[src/rtl/prng_sched_pkg.sv]
// Shared types and constants for the PRNG request scheduler.
package prng_sched_pkg;

  // RUN fills the prefetch FIFO and grants; SEED holds everything off until
  // the last seed word has reached the core.
  typedef enum logic [0:0] {
    RUN  = 1'b0,
    SEED = 1'b1
  } sched_state_e;

  localparam int         SEED_WORDS    = 4;
  localparam logic [1:0] LAST_SEED_IDX = 2'd3;

endpackage

[src/rtl/prng_word_fifo.sv]
// Prefetch FIFO for generator words: push/pop/flush with a level count.
// Flush wins over push and pop in the same cycle.
module prng_word_fifo
  import prng_sched_pkg::*;
#(
  parameter int DEPTH  = 4,
  parameter int DATA_W = 32
) (
  input  logic                       clk,
  input  logic                       rst_n,
  input  logic                       push,
  input  logic [DATA_W-1:0]          push_data,
  input  logic                       pop,
  input  logic                       flush,
  output logic [DATA_W-1:0]          pop_data,
  output logic [$clog2(DEPTH):0]     level
);

  localparam int AW = $clog2(DEPTH);
  localparam int LW = AW + 1;

  logic [DATA_W-1:0] mem_q [DEPTH];
  logic [AW-1:0]     wr_ptr_q, wr_ptr_d;
  logic [AW-1:0]     rd_ptr_q, rd_ptr_d;
  logic [LW-1:0]     level_q, level_d;
  logic              do_push;
  logic              do_pop;
  logic              mem_we;

  // Pointer and level update; overflow pushes and empty pops are ignored.
  always_comb begin
    do_push  = push && (level_q < LW'(DEPTH));
    do_pop   = pop && (level_q != '0);
    mem_we   = do_push && !flush;
    wr_ptr_d = wr_ptr_q;
    rd_ptr_d = rd_ptr_q;
    level_d  = level_q;
    if (flush) begin
      wr_ptr_d = '0;
      rd_ptr_d = '0;
      level_d  = '0;
    end else begin
      if (do_push) wr_ptr_d = wr_ptr_q + AW'(1);
      if (do_pop)  rd_ptr_d = rd_ptr_q + AW'(1);
      level_d = level_q + LW'(do_push) - LW'(do_pop);
    end
  end

  // Control state is reset; storage is not.
  always_ff @(posedge clk) begin
    if (!rst_n) begin
      wr_ptr_q <= '0;
      rd_ptr_q <= '0;
      level_q  <= '0;
    end else begin
      wr_ptr_q <= wr_ptr_d;
      rd_ptr_q <= rd_ptr_d;
      level_q  <= level_d;
    end
  end

  // Word storage, written at the tail.
  always_ff @(posedge clk) begin
    if (mem_we) mem_q[wr_ptr_q] <= push_data;
  end

  assign pop_data = mem_q[rd_ptr_q];
  assign level    = level_q;

endmodule

[src/rtl/prng_req_scheduler.sv]
// Shares one xoshiro128++ core between NUM_REQ requesters: keeps a prefetch
// FIFO topped up, hands words out round-robin and sequences seed loading so
// that words generated under an old seed are never delivered.
module prng_req_scheduler
  import prng_sched_pkg::*;
#(
  parameter int NUM_REQ = 3,
  parameter int DEPTH   = 4
) (
  input  logic                      clk,
  input  logic                      rst_n,
  input  logic [NUM_REQ-1:0]        req,
  output logic [NUM_REQ-1:0]        gnt,
  output logic [31:0]               rnd_out,
  input  logic                      seed_wr,
  input  logic [1:0]                seed_idx,
  input  logic [31:0]               seed_data,
  output logic                      seed_busy,
  output logic [$clog2(DEPTH):0]    fifo_level,
  input  logic [31:0]               core_rnd,
  input  logic                      core_valid,
  output logic                      core_next,
  output logic                      core_write,
  output logic [1:0]                core_write_addr,
  output logic [31:0]               core_write_data
);

  localparam int LW = $clog2(DEPTH) + 1;
  localparam int PW = $clog2(NUM_REQ);

  sched_state_e         state_q, state_d;
  logic [PW-1:0]        rr_ptr_q, rr_ptr_d;
  logic [NUM_REQ-1:0]   gnt_q, gnt_d;
  logic [31:0]          rnd_q, rnd_d;

  logic [LW-1:0]        level;
  logic [31:0]          head;
  logic                 run;
  logic                 fill;
  logic                 arb_en;
  logic                 found;
  logic                 win;
  logic [PW-1:0]        winner;
  logic [NUM_REQ-1:0]   elig;

  prng_word_fifo #(
    .DEPTH  (DEPTH),
    .DATA_W (32)
  ) u_fifo (
    .clk       (clk),
    .rst_n     (rst_n),
    .push      (fill),
    .push_data (core_rnd),
    .pop       (win),
    .flush     (seed_wr),
    .pop_data  (head),
    .level     (level)
  );

  // Fill and seed passthrough; the level test uses the pre-pop occupancy,
  // so a full FIFO that pops this cycle refills on the next one.
  always_comb begin
    run        = rst_n && (state_q == RUN);
    fill       = run && core_valid && (level < LW'(DEPTH)) && !seed_wr;
    core_next  = fill;
    core_write = rst_n && seed_wr;
  end

  // Round-robin pick among requesters not granted last cycle; a seed write
  // in the same cycle suppresses the grant.
  always_comb begin
    elig     = req & ~gnt_q;
    arb_en   = run && (level != '0) && !seed_wr;
    found    = 1'b0;
    winner   = '0;
    for (int i = 0; i < NUM_REQ; i++) begin
      int idx;
      idx = int'(rr_ptr_q) + i;
      if (idx >= NUM_REQ) idx = idx - NUM_REQ;
      if (!found && elig[idx]) begin
        found  = 1'b1;
        winner = PW'(idx);
      end
    end
    win      = arb_en && found;
    gnt_d    = '0;
    rnd_d    = rnd_q;
    rr_ptr_d = rr_ptr_q;
    if (win) begin
      gnt_d[winner] = 1'b1;
      rnd_d         = head;
      rr_ptr_d      = (int'(winner) == NUM_REQ - 1) ? '0 : winner + PW'(1);
    end
  end

  // Seed sequencing: any write enters SEED; the index-3 write releases it.
  always_comb begin
    state_d = state_q;
    if (seed_wr) begin
      if (state_q == RUN)                  state_d = SEED;
      else if (seed_idx == LAST_SEED_IDX)  state_d = RUN;
    end
  end

  // Registered state, grant and output word.
  always_ff @(posedge clk) begin
    if (!rst_n) begin
      state_q  <= RUN;
      rr_ptr_q <= '0;
      gnt_q    <= '0;
      rnd_q    <= '0;
    end else begin
      state_q  <= state_d;
      rr_ptr_q <= rr_ptr_d;
      gnt_q    <= gnt_d;
      rnd_q    <= rnd_d;
    end
  end

  assign gnt             = gnt_q;
  assign rnd_out         = rnd_q;
  assign seed_busy       = (state_q == SEED);
  assign fifo_level      = level;
  assign core_write_addr = seed_idx;
  assign core_write_data = seed_data;

endmodule
[config.mk]
export PLATFORM = sky130hd
export DESIGN_NAME = prng_req_scheduler
export DESIGN_NICKNAME = d
export VERILOG_FILES = /design/src/rtl/prng_sched_pkg.sv /design/src/rtl/prng_word_fifo.sv /design/src/rtl/prng_req_scheduler.sv
export SDC_FILE = /design/constraint.sdc
export NUM_CORES = 1
export LEC_CHECK = 0
export CAP_MARGIN = 0
export CORE_ASPECT_RATIO = 1.5
export CORE_UTILIZATION = 46
export DETAILED_ROUTE_END_ITERATION = 8
export GPL_TIMING_DRIVEN = 0
export HOLD_SLACK_MARGIN = 0.02
export PLACE_DENSITY = 0.87
export SETUP_SLACK_MARGIN = 0.5
export SLEW_MARGIN = 20
export SYNTH_ARGS = -nofsm -noshare
export SYNTH_HDL_FRONTEND = slang
export SYNTH_SLANG_ARGS = --single-unit
export TNS_END_PERCENT = 1
[constraint.sdc]
create_clock -name clk -period 3.3 [get_ports clk]
set_clock_uncertainty 0.2 [all_clocks]
set_input_delay 0.99 -clock clk [delete_from_list [all_inputs] [get_ports clk]]
set_output_delay 0.99 -clock clk [all_outputs]
set_load 0.01 [all_outputs]
==> flow_summary.json <==
{
  "grt-ovfl-total": 0,
  "drt_iter0_drc": 198,
  "place.gp.congestion": 0.7259,
  "relSlewSlack_pct": 57.83,
  "dp.cells": 746,
  "cp-start-kind": "input port",
  "power_frac_comb_pct": 5.8,
  "status": "completed",
  "p_total_w": 0.004506,
  "grt_max_degree": 28,
  "sw_frac_of_total_pct": 21.13,
  "synthMuxAreaShare_pct": 10.40,
  "crit_path_top_delay_cell": "dlygate4sd2_1",
  "fp.coreArea_um2": 15000,
  "clockRootBuffer": "clkbuf_16",
  "syn_area_per_cell_um2": 16.38,
  "internal_power_w": 0.003554,
  "rsz0062_at_grt": "yes",
  "clkTransAtPathRegs_ns": 0.06,
  "synth_edf_count": 128,
  "cts_buffer_depth": 2,
  "worstPathMaxFanout": 10,
  "switchingPower_w": 0.0009519,
  "hold_viol_final": 0,
  "layout-area-overhead-vs-synth_pct": 31.86,
  "cts-htree-levels": 4,
  "worst_pin_slew_ns": 0.6326,
  "dr.pass1.iters": 4,
  "avgViaCountPerCell": 5.268,
  "crit_type": "in2out",
  "drc": 0,
  "ys_warn_count": 0,
  "layout-drive-gt1-share_pct": 31.87,
  "max_stage_delay_ns": 0.29,
  "dieArea_um2": 15780,
  "holdWs_ns": 0.2618,
  "ctsHoldBuffers": 0,
  "cts.sinks": 173,
  "synth-xor-area-share_pct": 0.3739,
  "crit_required_ns": 2.11,
  "final_util_pct": 61.76,
  "via_count": 4172,
  "period_minus_slack_ns": 2.983,
  "fin_cells": 792,
  "die_w_um": 102.9,
  "fin_crit_sh_pct": 90.39,
  "synth_compound_area_share_pct": 5.947,
  "avgRoutedWirePerCell_um": 18.55,
  "ys.flop_type": "edfxtp_1",
  "p_seq_share_pct": 52.3,
  "cts_tree": "done",
  "antenna_found_initial": 0,
  "crit_chain": "buf_4, clkbuf_8, and2_1, dlygate4sd2_1",
  "ant_nets": 0,
  "syn_nets": 511,
  "cp-end-kind": "output port",
  "io_pins": 148,
  "power_density_nw_per_um2": 486.3,
  "fillCellCount": 1103,
  "dpl.hpwl_mm": 9.935,
  "finalWirelength_mm": 14.69,
  "synth-adder-area-share_pct": 1.709,
  "async_flop_share_pct": 0,
  "drv_slew": 0,
  "synth_top_family_by_area": "multiplexers",
  "p_leak_nw": 3.152,
  "core.rowCount": 55,
  "critPathArrivalTime_ns": 1.79,
  "clk_latency_ns": 0.41,
  "grt_use_total_pct": 19.41,
  "start_util_pct": 46.84,
  "die_y_um": 153.4,
  "first_global_vias": 4440,
  "syn-cell-area_um2": 7027,
  "irDropWorstVdd_uv": 347.6,
  "hold_class": "reg2reg",
  "synth-simple-area-share_pct": 7.461,
  "ys_seq_area_share_pct": 67.52,
  "setup_violations": 0,
  "yosysUniqueCellTypes": 44,
  "cts-buffers-inserted": 17,
  "synth_seq_cells": 173,
  "max-cap-violations": 0,
  "portBuffers": 114,
  "fin_area_um2": 9265,
  "clkPwrFrac_pct": 41.9,
  "grt_pass1_wl_mm": 22.47,
  "postPlaceCellArea_um2": 8543,
  "diodes": 0,
  "syn_inst": 429,
  "fmax_ghz": 0.3352,
  "nets": 662
}
[power by group through the flow]
stage | sequential, W | clock, W | combinational, W
after floorplan | 0.00240 | 0 | 0.000109
after global placement | 0.00240 | 0 | 0.000238
after detailed placement | 0.00240 | 0 | 0.000250
final | 0.00236 | 0.00189 | 0.000262
after global routing | 0.00236 | 0.00200 | 0.000279
after CTS | 0.00236 | 0.00191 | 0.000258
[final timing paths]
| kind | start | to | slack [ns] | cells after the start |
|---|---|---|---|---|
| setup / recovery | rst_n | core_write | 0.32 | 4 |
| hold reg to reg | rnd_out[18] | rnd_out[18] | 0.26 | 2 |
| setup reg to reg | rr_ptr_q[0] | u_fifo.level[2] | 0.37 | 15 |
| hold / removal | rnd_out[18] | rnd_out[18] | 0.26 | 2 |
[area by class of cell]
type	instances	area (µm²)	share of cell area [%]
clock buffers	18	429.2	4.632
well taps	199	249.0	2.687
flip-flops and latches	173	4745	51.21
plain buffers	55	427.9	4.618
multi-input cells	191	1918	20.70
clock inverters	14	131.4	1.418
repair buffers	132	1320	14.25
inverters	10	45.04	0.4862
[through the flow]
| step | setup WS (ns) | TNS [ns] |
|---|---|---|
| 6_report | 0.3170 | 0 |
| 5_1_grt | 0.2863 | 0 |
| 4_1_cts | 0.3026 | 0 |
| 3_5_place_dp | -0.6120 | -2.619 |
| 3_3_place_gp | -0.8114 | -105.00 |
| 2_1_floorplan | -0.005356 | -0.005356 |
[logic make-up (layout without fill, tap and decap cells)]
kind of cell               count (synthesis)  count (layout)
AOI/OAI and AO/OA                         50              50
xor gates and xnor gates                   3               3
adders and majority gates                  9               9
buffers and inverters                     65             229
DFF                                      173             173
muxes                                     33              33
and+or+nand+nor                           96              96
[cell usage in the layout (no fill, tap or decap), types with 3 or more instances in the layout]
cell type,count
clkbuf_1,6
dfxtp_1,45
and2_2,4
buf_2,8
o21ai_0,3
dlygate4sd2_1,3
and2_1,4
nand3_1,32
inv_6,3
ha_1,4
clkinvlp_4,3
inv_1,8
o21ai_2,29
o21ai_1,6
mux4_2,32
ha_4,3
clkbuf_2,3
inv_8,3
clkbuf_16,17
buf_12,8
clkdlybuf4s50_1,104
edfxtp_1,128
nand2_1,35
nor2_1,5
buf_4,50
[critical path, delay by kind of cell]
kind	cells	cell delay (ns)
buffers and inverters	3	0.63
and+or+nand+nor	1	0.17
[state kept, by name, indices dropped and copies added (netlist names)]
name and count:
gnt 3, rnd_out 32, rr_ptr_q 2, seed_busy 1
u_fifo.level 3, u_fifo.mem_q 128, u_fifo.rd_ptr_q 2, u_fifo.wr_ptr_q 2
[metal layers]
| layer | global-route usage (%) | vias up | wire length [µm] |
|---|---|---|---|
| li1 | - | 1886 | - |
| met1 | 20.37 | 2062 | 5258 |
| met2 | 35.49 | 191 | 8061 |
| met3 | 5.167 | 33 | 977 |
| met4 | 8.182 | 0 | 390 |
| met5 | 0 | - | 0 |
[timing repair]
action / in CTS / in global routing
setup endpoints to repair: 115 / 94
setup buffers: 9 / 5
pin swaps: 10 / 11
endpoints found under the hold margin: 0 / 0
gates cloned: 0 / 0
gates resized for setup: 28 / 8
[Yosys cell counts, types with 4 or more instances]
| library cell | n | area [µm²] |
|---|---|---|
| edfxtp_1 | 128 | 3844 |
| dfxtp_1 | 45 | 900.9 |
| buf_4 | 37 | 277.8 |
| nand2_1 | 35 | 131.4 |
| mux4_2 | 32 | 720.7 |
| nand3_1 | 32 | 160.2 |
| o21ai_2 | 29 | 254.0 |
| inv_1 | 9 | 33.78 |
| and2_1 | 8 | 50.05 |
| ha_1 | 8 | 100.1 |
| buf_2 | 7 | 35.03 |
| clkbuf_1 | 6 | 22.52 |
| nor2_1 | 5 | 18.77 |
| o21ai_1 | 5 | 25.02 |
| o21ai_0 | 4 | 20.02 |
Power figures use the tool's default switching activity.
